$ cat src/rtl/viterbi_k3_stream.sv
// viterbi_k3_stream: hard-decision Viterbi decoder for the rate-1/2, K=3
// (4-state) convolutional code. Coded bits arrive serially (c0 then c1 per
// trellis step); ACS runs on the second bit of each pair with register-exchange
// survivors. A FLUSH cycle unloads the state-0 survivor, then the decoded bits
// leave serially under a valid/ready handshake.
module viterbi_k3_stream #(
    parameter int         DATA_BITS = 5,
    parameter logic [2:0] G0        = 3'b101,
    parameter logic [2:0] G1        = 3'b111,
    parameter int         MW        = 5
) (
    input  logic          clk,
    input  logic          reset,
    input  logic          in_valid,
    input  logic          in_bit,
    output logic          in_ready,
    output logic          out_valid,
    output logic          out_bit,
    output logic          out_last,
    input  logic          out_ready,
    output logic [MW-1:0] frame_errs
);

    localparam int STEPS = DATA_BITS + 2;
    localparam int SW    = $clog2(STEPS);
    localparam int OW    = (DATA_BITS > 1) ? $clog2(DATA_BITS) : 1;
    localparam logic [MW-1:0] PM_MAX = '1;

    typedef enum logic [1:0] {RECV, FLUSH, SEND} state_t;

    typedef struct packed {
        logic [MW-1:0]    pm;
        logic [STEPS-1:0] surv;
    } acs_t;

    state_t               state, state_nxt;
    logic [SW-1:0]        step;
    logic                 half;
    logic                 c0_q;
    logic [MW-1:0]        pm   [4];
    logic [STEPS-1:0]     surv [4];
    acs_t                 acs_res [4];
    logic [DATA_BITS-1:0] out_sr;
    logic [OW-1:0]        out_idx;
    logic                 in_xfer;
    logic                 last_bit;

    // Hamming distance between received pair and the branch's expected pair.
    function automatic logic [1:0] branch_metric(input logic u, input logic [1:0] s,
                                                 input logic r0, input logic r1);
        logic e0, e1;
        e0 = ^(G0 & {u, s});
        e1 = ^(G1 & {u, s});
        return {1'b0, r0 ^ e0} + {1'b0, r1 ^ e1};
    endfunction

    // Path-metric add that sticks at all-ones instead of wrapping.
    function automatic logic [MW-1:0] sat_add(input logic [MW-1:0] a, input logic [1:0] b);
        logic [MW:0] sum;
        sum = {1'b0, a} + {{(MW-1){1'b0}}, b};
        return sum[MW] ? PM_MAX : sum[MW-1:0];
    endfunction

    // One add-compare-select for next state ns = {u, s1}; predecessors {s1,0} and {s1,1}.
    function automatic acs_t acs(input logic [1:0] ns,
                                 input logic [MW-1:0] pm0, input logic [MW-1:0] pm1,
                                 input logic [STEPS-1:0] sv0, input logic [STEPS-1:0] sv1,
                                 input logic r0, input logic r1, input logic [SW-1:0] stp);
        logic [MW-1:0] cand0, cand1;
        acs_t          r;
        cand0 = sat_add(pm0, branch_metric(ns[1], {ns[0], 1'b0}, r0, r1));
        cand1 = sat_add(pm1, branch_metric(ns[1], {ns[0], 1'b1}, r0, r1));
        // Ties go to the {s1,0} predecessor.
        if (cand1 < cand0) begin
            r.pm   = cand1;
            r.surv = sv1;
        end else begin
            r.pm   = cand0;
            r.surv = sv0;
        end
        r.surv[stp] = ns[1];
        // Tail steps carry forced zero inputs, so u=1 states are unreachable.
        if (ns[1] && (stp >= SW'(DATA_BITS))) r.pm = PM_MAX;
        return r;
    endfunction

    assign in_xfer  = in_valid & in_ready;
    assign last_bit = (out_idx == OW'(DATA_BITS - 1));
    assign out_bit  = out_sr[0];

    // Evaluate all four ACS units from the current metrics and received pair.
    always_comb begin
        for (int ns = 0; ns < 4; ns++) begin
            acs_res[ns] = acs(2'(ns), pm[2*(ns%2)], pm[2*(ns%2)+1],
                              surv[2*(ns%2)], surv[2*(ns%2)+1], c0_q, in_bit, step);
        end
    end

    // FSM state register.
    always_ff @(posedge clk or negedge reset) begin
        // NOTE: sequential state uses non-blocking assignments so every register
        // samples pre-edge values regardless of statement order.
        if (!reset) state <= RECV;
        else        state <= state_nxt;
    end

    // FSM next-state and handshake outputs.
    always_comb begin
        // NOTE: every output gets a default first so no path can infer a latch.
        state_nxt = state;
        in_ready  = 1'b0;
        out_valid = 1'b0;
        out_last  = 1'b0;
        case (state)
            RECV: begin
                in_ready = 1'b1;
                if (in_valid && half && (step == SW'(STEPS - 1))) state_nxt = FLUSH;
            end
            FLUSH: state_nxt = SEND;
            SEND: begin
                out_valid = 1'b1;
                out_last  = last_bit;
                if (out_ready && last_bit) state_nxt = RECV;
            end
            default: state_nxt = RECV;
        endcase
    end

    // Trellis datapath: pair capture, ACS update, frame unload and output shift.
    always_ff @(posedge clk or negedge reset) begin
        if (!reset) begin
            step       <= '0;
            half       <= 1'b0;
            c0_q       <= 1'b0;
            out_sr     <= '0;
            out_idx    <= '0;
            frame_errs <= '0;
            // NOTE: survivors are a handful of flops, not a RAM, so they are
            // reset along with everything else for deterministic frames.
            for (int s = 0; s < 4; s++) begin
                pm[s]   <= (s == 0) ? '0 : PM_MAX;
                surv[s] <= '0;
            end
        end else begin
            case (state)
                RECV: begin
                    if (in_xfer && !half) begin
                        c0_q <= in_bit;
                        half <= 1'b1;
                    end else if (in_xfer) begin
                        half <= 1'b0;
                        step <= step + 1'b1;
                        for (int s = 0; s < 4; s++) begin
                            pm[s]   <= acs_res[s].pm;
                            surv[s] <= acs_res[s].surv;
                        end
                    end
                end
                FLUSH: begin
                    out_sr     <= surv[0][DATA_BITS-1:0];
                    frame_errs <= pm[0];
                    out_idx    <= '0;
                    step       <= '0;
                    for (int s = 0; s < 4; s++) pm[s] <= (s == 0) ? '0 : PM_MAX;
                end
                SEND: begin
                    if (out_ready) begin
                        out_sr  <= out_sr >> 1;
                        out_idx <= last_bit ? '0 : out_idx + 1'b1;
                    end
                end
                default: ;
            endcase
        end
    end

endmodule

$ cat config.mk
export PLATFORM = sky130hd
export DESIGN_NAME = viterbi_k3_stream
export DESIGN_NICKNAME = d
export VERILOG_FILES = /design/src/rtl/viterbi_k3_stream.sv
export SDC_FILE = /design/constraint.sdc
export NUM_CORES = 1
export LEC_CHECK = 0
export ABC_AREA = 1
export CORE_MARGIN = 2
export CORE_UTILIZATION = 25
export DETAILED_ROUTE_END_ITERATION = 7
export DONT_BUFFER_PORTS = 1
export GPL_TIMING_DRIVEN = 1
export PLACE_DENSITY = 0.38
export SETUP_SLACK_MARGIN = 0.05
export SLEW_MARGIN = 20
export SYNTH_ARGS = -nofsm -noshare
export SYNTH_HDL_FRONTEND = slang
export SYNTH_SLANG_ARGS = --single-unit
$ cat constraint.sdc
create_clock -name clk -period 8.1 [get_ports clk]
set_clock_uncertainty 0.15 [all_clocks]
set_input_delay 1.62 -clock clk [delete_from_list [all_inputs] [get_ports clk]]
set_output_delay 1.62 -clock clk [all_outputs]
set_load 0.005 [all_outputs]
# ---- Word level (Yosys, flattened, before mapping)
# Index checks and enable logic that the tools add are counted.
dict set report word_totals {
  memories 0
  mem_bits_rw 0
  latchBits 0
  out_inout_bits 9
  inputBits 5
  elab_cells 105
  romBits 0
  ff_bits 68
}
dict set report op_classes {
  eq_ne 9
  div 0
  reduce_logical 16
  mul 0
  n_mux 35
  n_addsub 14
  bitwise_logic 9
  n_shift 0
  n_lt_le_gt_ge 7
}
# operator n
set op_table {}
lappend op_table {{5-bit two-way mux} 11}
lappend op_table {{5-bit by 2-bit adder with 6-bit output} 8}
lappend op_table {{12-bit two-way mux} 4}
lappend op_table {{20-bit two-way mux} 2}
lappend op_table {{20-bit case mux with 2 select lines} 1}
lappend op_table {{5-bit less-than comparator} 4}
lappend op_table {{7-bit AND} 2}
lappend op_table {{7-bit bitwise OR} 2}
lappend op_table {{3-bit two-way mux} 4}
lappend op_table {{3-bit case mux with 2 select lines} 2}
lappend op_table {{2-bit != test, second input constant} 5}
lappend op_table {{5-bit case mux with 2 select lines} 1}
lappend op_table {{1-bit by 1-bit adder with 2-bit output} 4}
lappend op_table {{2-bit AND reduction} 4}
lappend op_table {{7-bit inverter} 1}
lappend op_table {{3-bit by 1-bit adder with 3-bit output, second input constant} 2}
lappend op_table {{3-bit equality test, second input constant} 2}
lappend op_table {{1-bit two-way mux} 6}
lappend op_table {{2-bit case mux with 3 select lines} 1}
lappend op_table {{3-bit AND reduction} 2}
lappend op_table {{2-bit nonzero test} 3}
lappend op_table {{1-bit logical AND} 5}
lappend op_table {{3-bit by 4-bit less-than comparator with 1-bit output, second input constant} 1}
lappend op_table {{2-bit two-way mux} 2}
lappend op_table {{9 further kinds} 11}

# ---- Logic depth before layout (Yosys ltp)
# Gate-level depths: netlist of run 1.
dict set report depth {
  word_depth 10
  ltp_mapped 22
  mapped_depth_nobuf 21
}

# ---- Worst setup path before layout of run 1
# Ideal clock, no wire load.
dict set report synth_timing {
  path_type {in2reg}
  start {in in_bit}
  end {reg pm[15] in the netlist's numbering}
  cell_stages 16
  n_path_buf 1
  arrival_ns 4.229
  t_required_ns 7.820
  setup_time_ns 0.130
  path_slack_ns 3.592
  cell_sequence {inv_1 -> ha_1 -> ha_1 -> ha_1 -> or2_2 -> nand3_1 -> xor2_1 -> nor2_1 -> ha_1 -> nand2_1 -> nor2_1 -> a211oi_1 -> clkbuf_1 -> nand3_1 -> nand3_1 -> o21ai_1}
}
dict set report synth_via {
  elab_chain_len 9
  word_cells_on_any_way 12
  classes_between {add/sub (4); order compare (1); mux (6); bitwise (1)}
}
# element line_no
set synth_rtl {}
lappend synth_rtl {{start: declaration} 15} ;# input logic in_bit,
lappend synth_rtl {{1-bit inverter (no line)} --}
lappend synth_rtl {{1-bit by 1-bit adder with 2-bit output} 54} ;# return {1'b0, r0 ^ e0} + {1'b0, r1 ^ e1};
lappend synth_rtl {{5-bit by 2-bit adder with 6-bit output} 60} ;# sum = {1'b0, a} + {{(MW-1){1'b0}}, b};
lappend synth_rtl {{5-bit two-way mux} 61} ;# return sum[MW] ? PM_MAX : sum[MW-1:0];
lappend synth_rtl {{5-bit less-than comparator} 74} ;# if (cand1 < cand0) begin
lappend synth_rtl {{12-bit two-way mux (*)} 74}
lappend synth_rtl {{20-bit two-way mux (*)} 150} ;# end else if (in_xfer) begin
lappend synth_rtl {{20-bit two-way mux (*)} 147} ;# if (in_xfer && !half) begin
lappend synth_rtl {{20-bit case mux with 2 select lines (*)} 145} ;# case (state)
lappend synth_rtl {{end signal: indexed assignment} 141} ;# pm[s] <= (s == 0) ? '0 : PM_MAX;
lappend synth_rtl {{end signal: indexed assignment} 154} ;# pm[s] <= acs_res[s].pm;
lappend synth_rtl {{end: declaration} 40} ;# logic [MW-1:0] pm [4];
# Every way passes the cells marked *; elsewhere a longest branch is shown, timed or not. The select of a mux whose other input is x is not followed.
# A chain may end at the register's enable or synchronous reset.

# ---- Final worst setup path of run 1
dict set report layout_timing {
  start {in in_bit}
  end {reg pm[13] in the netlist's numbering}
}
# The elaborated chain is that of the path after synthesis.

==> results.sh, run 1 <==
export IMPL_cts_buffers=9
export IMPL_cts_hold_buf=0
export IMPL_yosysSeqAreaShare=0.3120
export IMPL_holdWs_ps=363.8
export IMPL_dp_hpwl_mm=10.12
export IMPL_hold_depth=2
export IMPL_worst_slew_pin_slew_ps=989.2
export IMPL_grt_pass1_vias=4232
export IMPL_yosysWarnings=0
export IMPL_n_antenna_cell=0
export IMPL_outcome="finished, final reports clean"
export IMPL_slew_viol_final=0
export IMPL_tns_ps=0
export IMPL_drive_gt1_frac=0.1306
export IMPL_clkTransAtPathRegs_ps=60
export IMPL_cp_end_kind="flip-flop"
export IMPL_yosys_area_top_type_share=0.2311
export IMPL_start_util=0.2528
export IMPL_cts_sinks=60
export IMPL_rows=51
export IMPL_fp_dieW_um=143.6
export IMPL_cts_max_level=3
export IMPL_criticalPathCategory="input pin to flip-flop"
export IMPL_rr_startpoint="c0_q"
export IMPL_finalSetupViolCount=0
export IMPL_vias_per_cell=4.499
export IMPL_period_minus_slack_ps=4851
export IMPL_hp_start="surv[7]"
export IMPL_gp_congestion=0.8116
export IMPL_critPathArrivalTime_ps=4960
export IMPL_path_max_fanout=15
export IMPL_ant_nets=0
export IMPL_holdPathEnd="surv[7]"
export IMPL_overflow=0
export IMPL_cts_setup_buffers=0
export IMPL_syn2layout_area_growth_pct=9.887
export IMPL_synth_seq_cells=60
export IMPL_hold_viol_final=0
export IMPL_cp_required_ps=8210
export IMPL_cts_tree="built"
export IMPL_timing_final_crit_share=0.5989
export IMPL_ys_flop_type="dfrtp_1"
export IMPL_finalNonFillerCells=954
export IMPL_reg2reg_depth=18
export IMPL_fp_dieH_um=143.6
export IMPL_maxCapViolations=0
export IMPL_wire_per_inst_um=13.88
export IMPL_numPortBuffers=0
export IMPL_drtPass1Iterations=4
export IMPL_dieArea_um2=20620
export IMPL_routed_wl_mm=13.25
export IMPL_boundaryPins=14
export IMPL_async_flop_share=1.000
export IMPL_reg2reg_to="pm[13]"
export IMPL_grt_first_pass_wirelength_mm=22.09
export IMPL_drc=0
export IMPL_cts_buffer_depth=2
export IMPL_grt_use_total=0.1387
export IMPL_critPathLaunchType="input pin"
export IMPL_grt_start_max_net_pins=61
export IMPL_cts_resized=0
export IMPL_max_freq_mhz=206.2
export IMPL_syn_area_um2=4872
export IMPL_antenna_found_initial=0
export IMPL_vias=4292
export IMPL_yosys_area_top_type="dfrtp_1"
export IMPL_synth_area_leaders="dfrtp_1 23%, nand2_1 12%, ha_1 11%, nor2_1 8.4%, dfstp_2 8.1%"
export IMPL_n_fill_cell=2179
export IMPL_hold_class="flip-flop to flip-flop"
export IMPL_synth_enable_flop_cells=0
export IMPL_root_buffer="clkbuf_16"
export IMPL_syn_num_nets=743
export IMPL_num_nets_final=730
export IMPL_netlist_instances=697
export IMPL_timing_max_slew_rel_slack=0.3390
export IMPL_dp_cells=938
export IMPL_rsz0062_at_grt="false"
export IMPL_ys_types=37
export IMPL_insertion_delay_ps=340
export IMPL_core_um2=19270
export IMPL_syn_area_per_cell_um2=6.990
export IMPL_rrSetupSlack_ps=4000
export IMPL_drt_iter0_drc=206
## worst max-delay path by stage
stage	startpoint	end	slack, ps	cells after the start
floorplan	in_bit	pm[15]	3590	16
global placement	in_bit	pm[13]	3020	19
detailed placement	in_bit	pm[13]	2860	18
CTS	in_bit	pm[13]	3230	18
global route	in_bit	pm[13]	2870	18
finish	in_bit	pm[13]	3250	18
## critical path: stages
cell and delay (ps):
inv_1 70, ha_1 340, inv_1 80, ha_1 260, ha_1 220, inv_1 50, nand2_1 70, xor2_1 140
nor2_1 180, ha_1 280, a21oi_1 150, nor2_1 70, a211oi_2 750, nand2_1 340, nand2_1 130, nand3_1 80
nand2_1 90, inv_1 40
## cell families after synthesis
logic type	after synthesis	share of synthesized area
and+or+nand+nor	390	0.3513
buffers and inverters	109	0.1020
AOI/OAI and AO/OA	84	0.1061
DFF	60	0.3120
adders and majority gates	41	0.1053
xor gates and xnor gates	13	0.02337
## cell type report
| cell class | count | area (um^2) | area share |
|---|---|---|---|
| Clock buffer | 10 | 239.0 | 0.04464 |
| Tap cell | 265 | 331.6 | 0.06193 |
| Sequential cell | 60 | 1520 | 0.2839 |
| Inverter | 82 | 314.1 | 0.05866 |
| Multi-Input combinational cell | 528 | 2865 | 0.5352 |
| Timing Repair Buffer | 3 | 22.52 | 0.004207 |
| Clock inverter | 6 | 61.31 | 0.01145 |
## synth_stat cells (2+ instances only)
master    count
a21oi_1      26
clkbuf_1     11
a21boi_1      6
o21ai_1       7
nand3_1      71
inv_4         2
inv_1        72
inv_2         5
o21ai_0      22
dfstp_2      15
dfrtp_1      45
nor2_1      109
clkinv_1      2
nand4_2       2
nand4_1      17
buf_6        10
ha_1         41
nand2_1     157
o211ai_1      2
nand2_4       2
or2_2         7
nor2_2        5
buf_2         5
a211oi_1      3
nand2_2      18
a21oi_2       7
a31oi_2       3
xor2_1       13
a31oi_1       3
o22ai_1       2
## state kept, by name, indices dropped and copies added, names as in the netlist
register / count
frame_errs: 5
out_idx: 3
state: 2
step: 3
pm: 20
out_sr: 5
half: 1
c0_q: 1
surv: 20
## cells in the final DEF (no fill, tap or decap), types with 6 or more instances in the layout
cell,count
inv_1,72
or2_2,7
a21boi_1,6
dfrtp_1,45
clkbuf_16,9
nand2_2,18
a21oi_2,7
ha_1,41
nand2_1,157
nand3_1,71
o21ai_1,7
nand4_1,17
nor2_1,109
dfstp_2,15
a21oi_1,26
xor2_1,13
o21ai_0,22
## stage by stage
step	setup WS (ps)	util	area (um^2)
after floorplan	3592	-	4872
after global placement	3017	0.2622	5054
after detailed placement	2862	0.2622	5054
after CTS	3225	0.2778	5354
after global routing	2872	0.2778	5354
final	3249	0.2778	5354
## per-layer routing
| metal | GRT usage | vias up | part of all wire |
|---|---|---|---|
| met5 | 0 | - | 0 |
| met4 | 0.05263 | 0 | 0.018 |
| met3 | 0.02266 | 14 | 0.027 |
| met2 | 0.2226 | 49 | 0.45 |
| met1 | 0.1870 | 2011 | 0.50 |
| li1 | - | 2218 | - |
Power of run 1 is not shown: default switching activity piles up to over one toggle a cycle in this logic, so the estimate is an artifact.
==> run 2: changes to the inputs <==
Clock period 8.1 ns to 5.1 ns, I/O delays scaled along.
==> results.sh, run 2 (same netlist as run 1, synthesis figures left out) <==
export IMPL_dieArea_um2=20620
export IMPL_cts_setup_buffers=0
export IMPL_criticalPathCategory="input pin to flip-flop"
export IMPL_dp_cells=939
export IMPL_cts_hold_buf=0
export IMPL_numPortBuffers=0
export IMPL_tns_ps=0
export IMPL_ant_nets=0
export IMPL_grt_start_max_net_pins=61
export IMPL_cts_sinks=60
export IMPL_num_nets_final=731
export IMPL_n_fill_cell=2164
export IMPL_antenna_found_initial=0
export IMPL_timing_final_crit_share=0.7903
export IMPL_rows=51
export IMPL_gp_congestion=0.8394
export IMPL_worst_slew_pin_slew_ps=865.3
export IMPL_period_minus_slack_ps=4031
export IMPL_syn2layout_area_growth_pct=11.50
export IMPL_hold_class="input pin to async pin"
export IMPL_finalSetupViolCount=0
export IMPL_cp_required_ps=5220
export IMPL_vias_per_cell=4.472
export IMPL_finalNonFillerCells=955
export IMPL_vias=4271
export IMPL_seqCellArea_um2=1520
export IMPL_fp_dieH_um=143.6
export IMPL_multi_input_comb_area_um2=2865
export IMPL_clkTransAtPathRegs_ps=60
export IMPL_rrSetupSlack_ps=1290
export IMPL_drt_iter0_drc=136
export IMPL_max_freq_mhz=248.1
export IMPL_core_um2=19270
export IMPL_grt_first_pass_wirelength_mm=20.80
export IMPL_reg2reg_to="pm[13]"
export IMPL_start_util=0.2528
export IMPL_routed_wl_mm=12.64
export IMPL_slew_viol_final=0
export IMPL_cts_max_level=3
export IMPL_dp_hpwl_mm=9.771
export IMPL_cts_tree="built"
export IMPL_fp_dieW_um=143.6
export IMPL_root_buffer="clkbuf_16"
export IMPL_layout_common_cells="157 x nand2_1, 109 x nor2_1, 72 x inv_1"
export IMPL_grt_pass1_vias=4110
export IMPL_overflow=0
export IMPL_path_max_fanout=8
export IMPL_drtPass1Iterations=6
export IMPL_critPathArrivalTime_ps=4150
export IMPL_outcome="finished, final reports clean"
export IMPL_cts_resized=0
export IMPL_hold_viol_final=0
export IMPL_maxCapViolations=0
export IMPL_final_common_cell="nand2_1"
export IMPL_grt_use_total=0.1291
export IMPL_cp_end_kind="flip-flop"
export IMPL_n_antenna_cell=0
export IMPL_drc=0
export IMPL_insertion_delay_ps=330
export IMPL_top_regs="pm x20, surv x20"
export IMPL_cts_buffers=9
export IMPL_rr_startpoint="c0_q"
export IMPL_timing_max_slew_rel_slack=0.4217
export IMPL_reg2reg_depth=19
export IMPL_wire_per_inst_um=13.23
export IMPL_boundaryPins=14
export IMPL_rsz0062_at_grt="false"
export IMPL_drive_gt1_frac=0.1319
export IMPL_critPathLaunchType="input pin"
export IMPL_cts_buffer_depth=2
run 2: area by class of cell:
class / instances / share of cell area
inverters: 82 / 0.05781
multi-input cells: 528 / 0.5274
well taps: 265 / 0.06103
flip-flops and latches: 60 / 0.2798
repair buffers: 4 / 0.005527
clock inverters: 7 / 0.02695
clock buffers: 9 / 0.04146
run 2: critical path, stage by stage:
cell	delay, ps
inv_1	70
ha_1	350
inv_1	140
ha_1	280
ha_1	190
inv_1	40
nand2_1	90
nand3_1	90
xor2_1	150
nor2_1	190
ha_1	310
nand2_1	80
nor2_1	50
a211oi_2	450
nand2_1	310
nand2_1	130
nand3_1	90
nand2_1	100
inv_1	40
run 2: worst max path at each step:
stage / start / endpoint / depth (start not counted)
after floorplan: in_bit / pm[15] / 16
after global placement: in_bit / pm[13] / 19
after detailed placement: in_bit / pm[13] / 19
after CTS: in_bit / pm[13] / 19
after global routing: in_bit / pm[13] / 19
final: in_bit / pm[13] / 19
run 2: stage by stage:
stage                       util  cell area (um^2)  hold slack [ps]  setup slack, ps
after global placement    0.2626              5061            345.3            742.8
after global routing      0.2819              5433            207.0            777.2
after CTS                 0.2819              5433            206.6             1071
after floorplan                -              4872            326.3             1192
final                     0.2819              5433            226.0             1069
after detailed placement  0.2626              5061            348.8            690.6
run 2: metal layers:
metal  vias to the layer above  wire length, um  GRT usage
met5                         -                0          0
met4                         0              114    0.05108
met3                         6              401    0.01999
met2                        56             5903     0.2098
met1                      1983             6217     0.1719
li1                       2226                -          -
Power of run 2 is left out for the same reason.
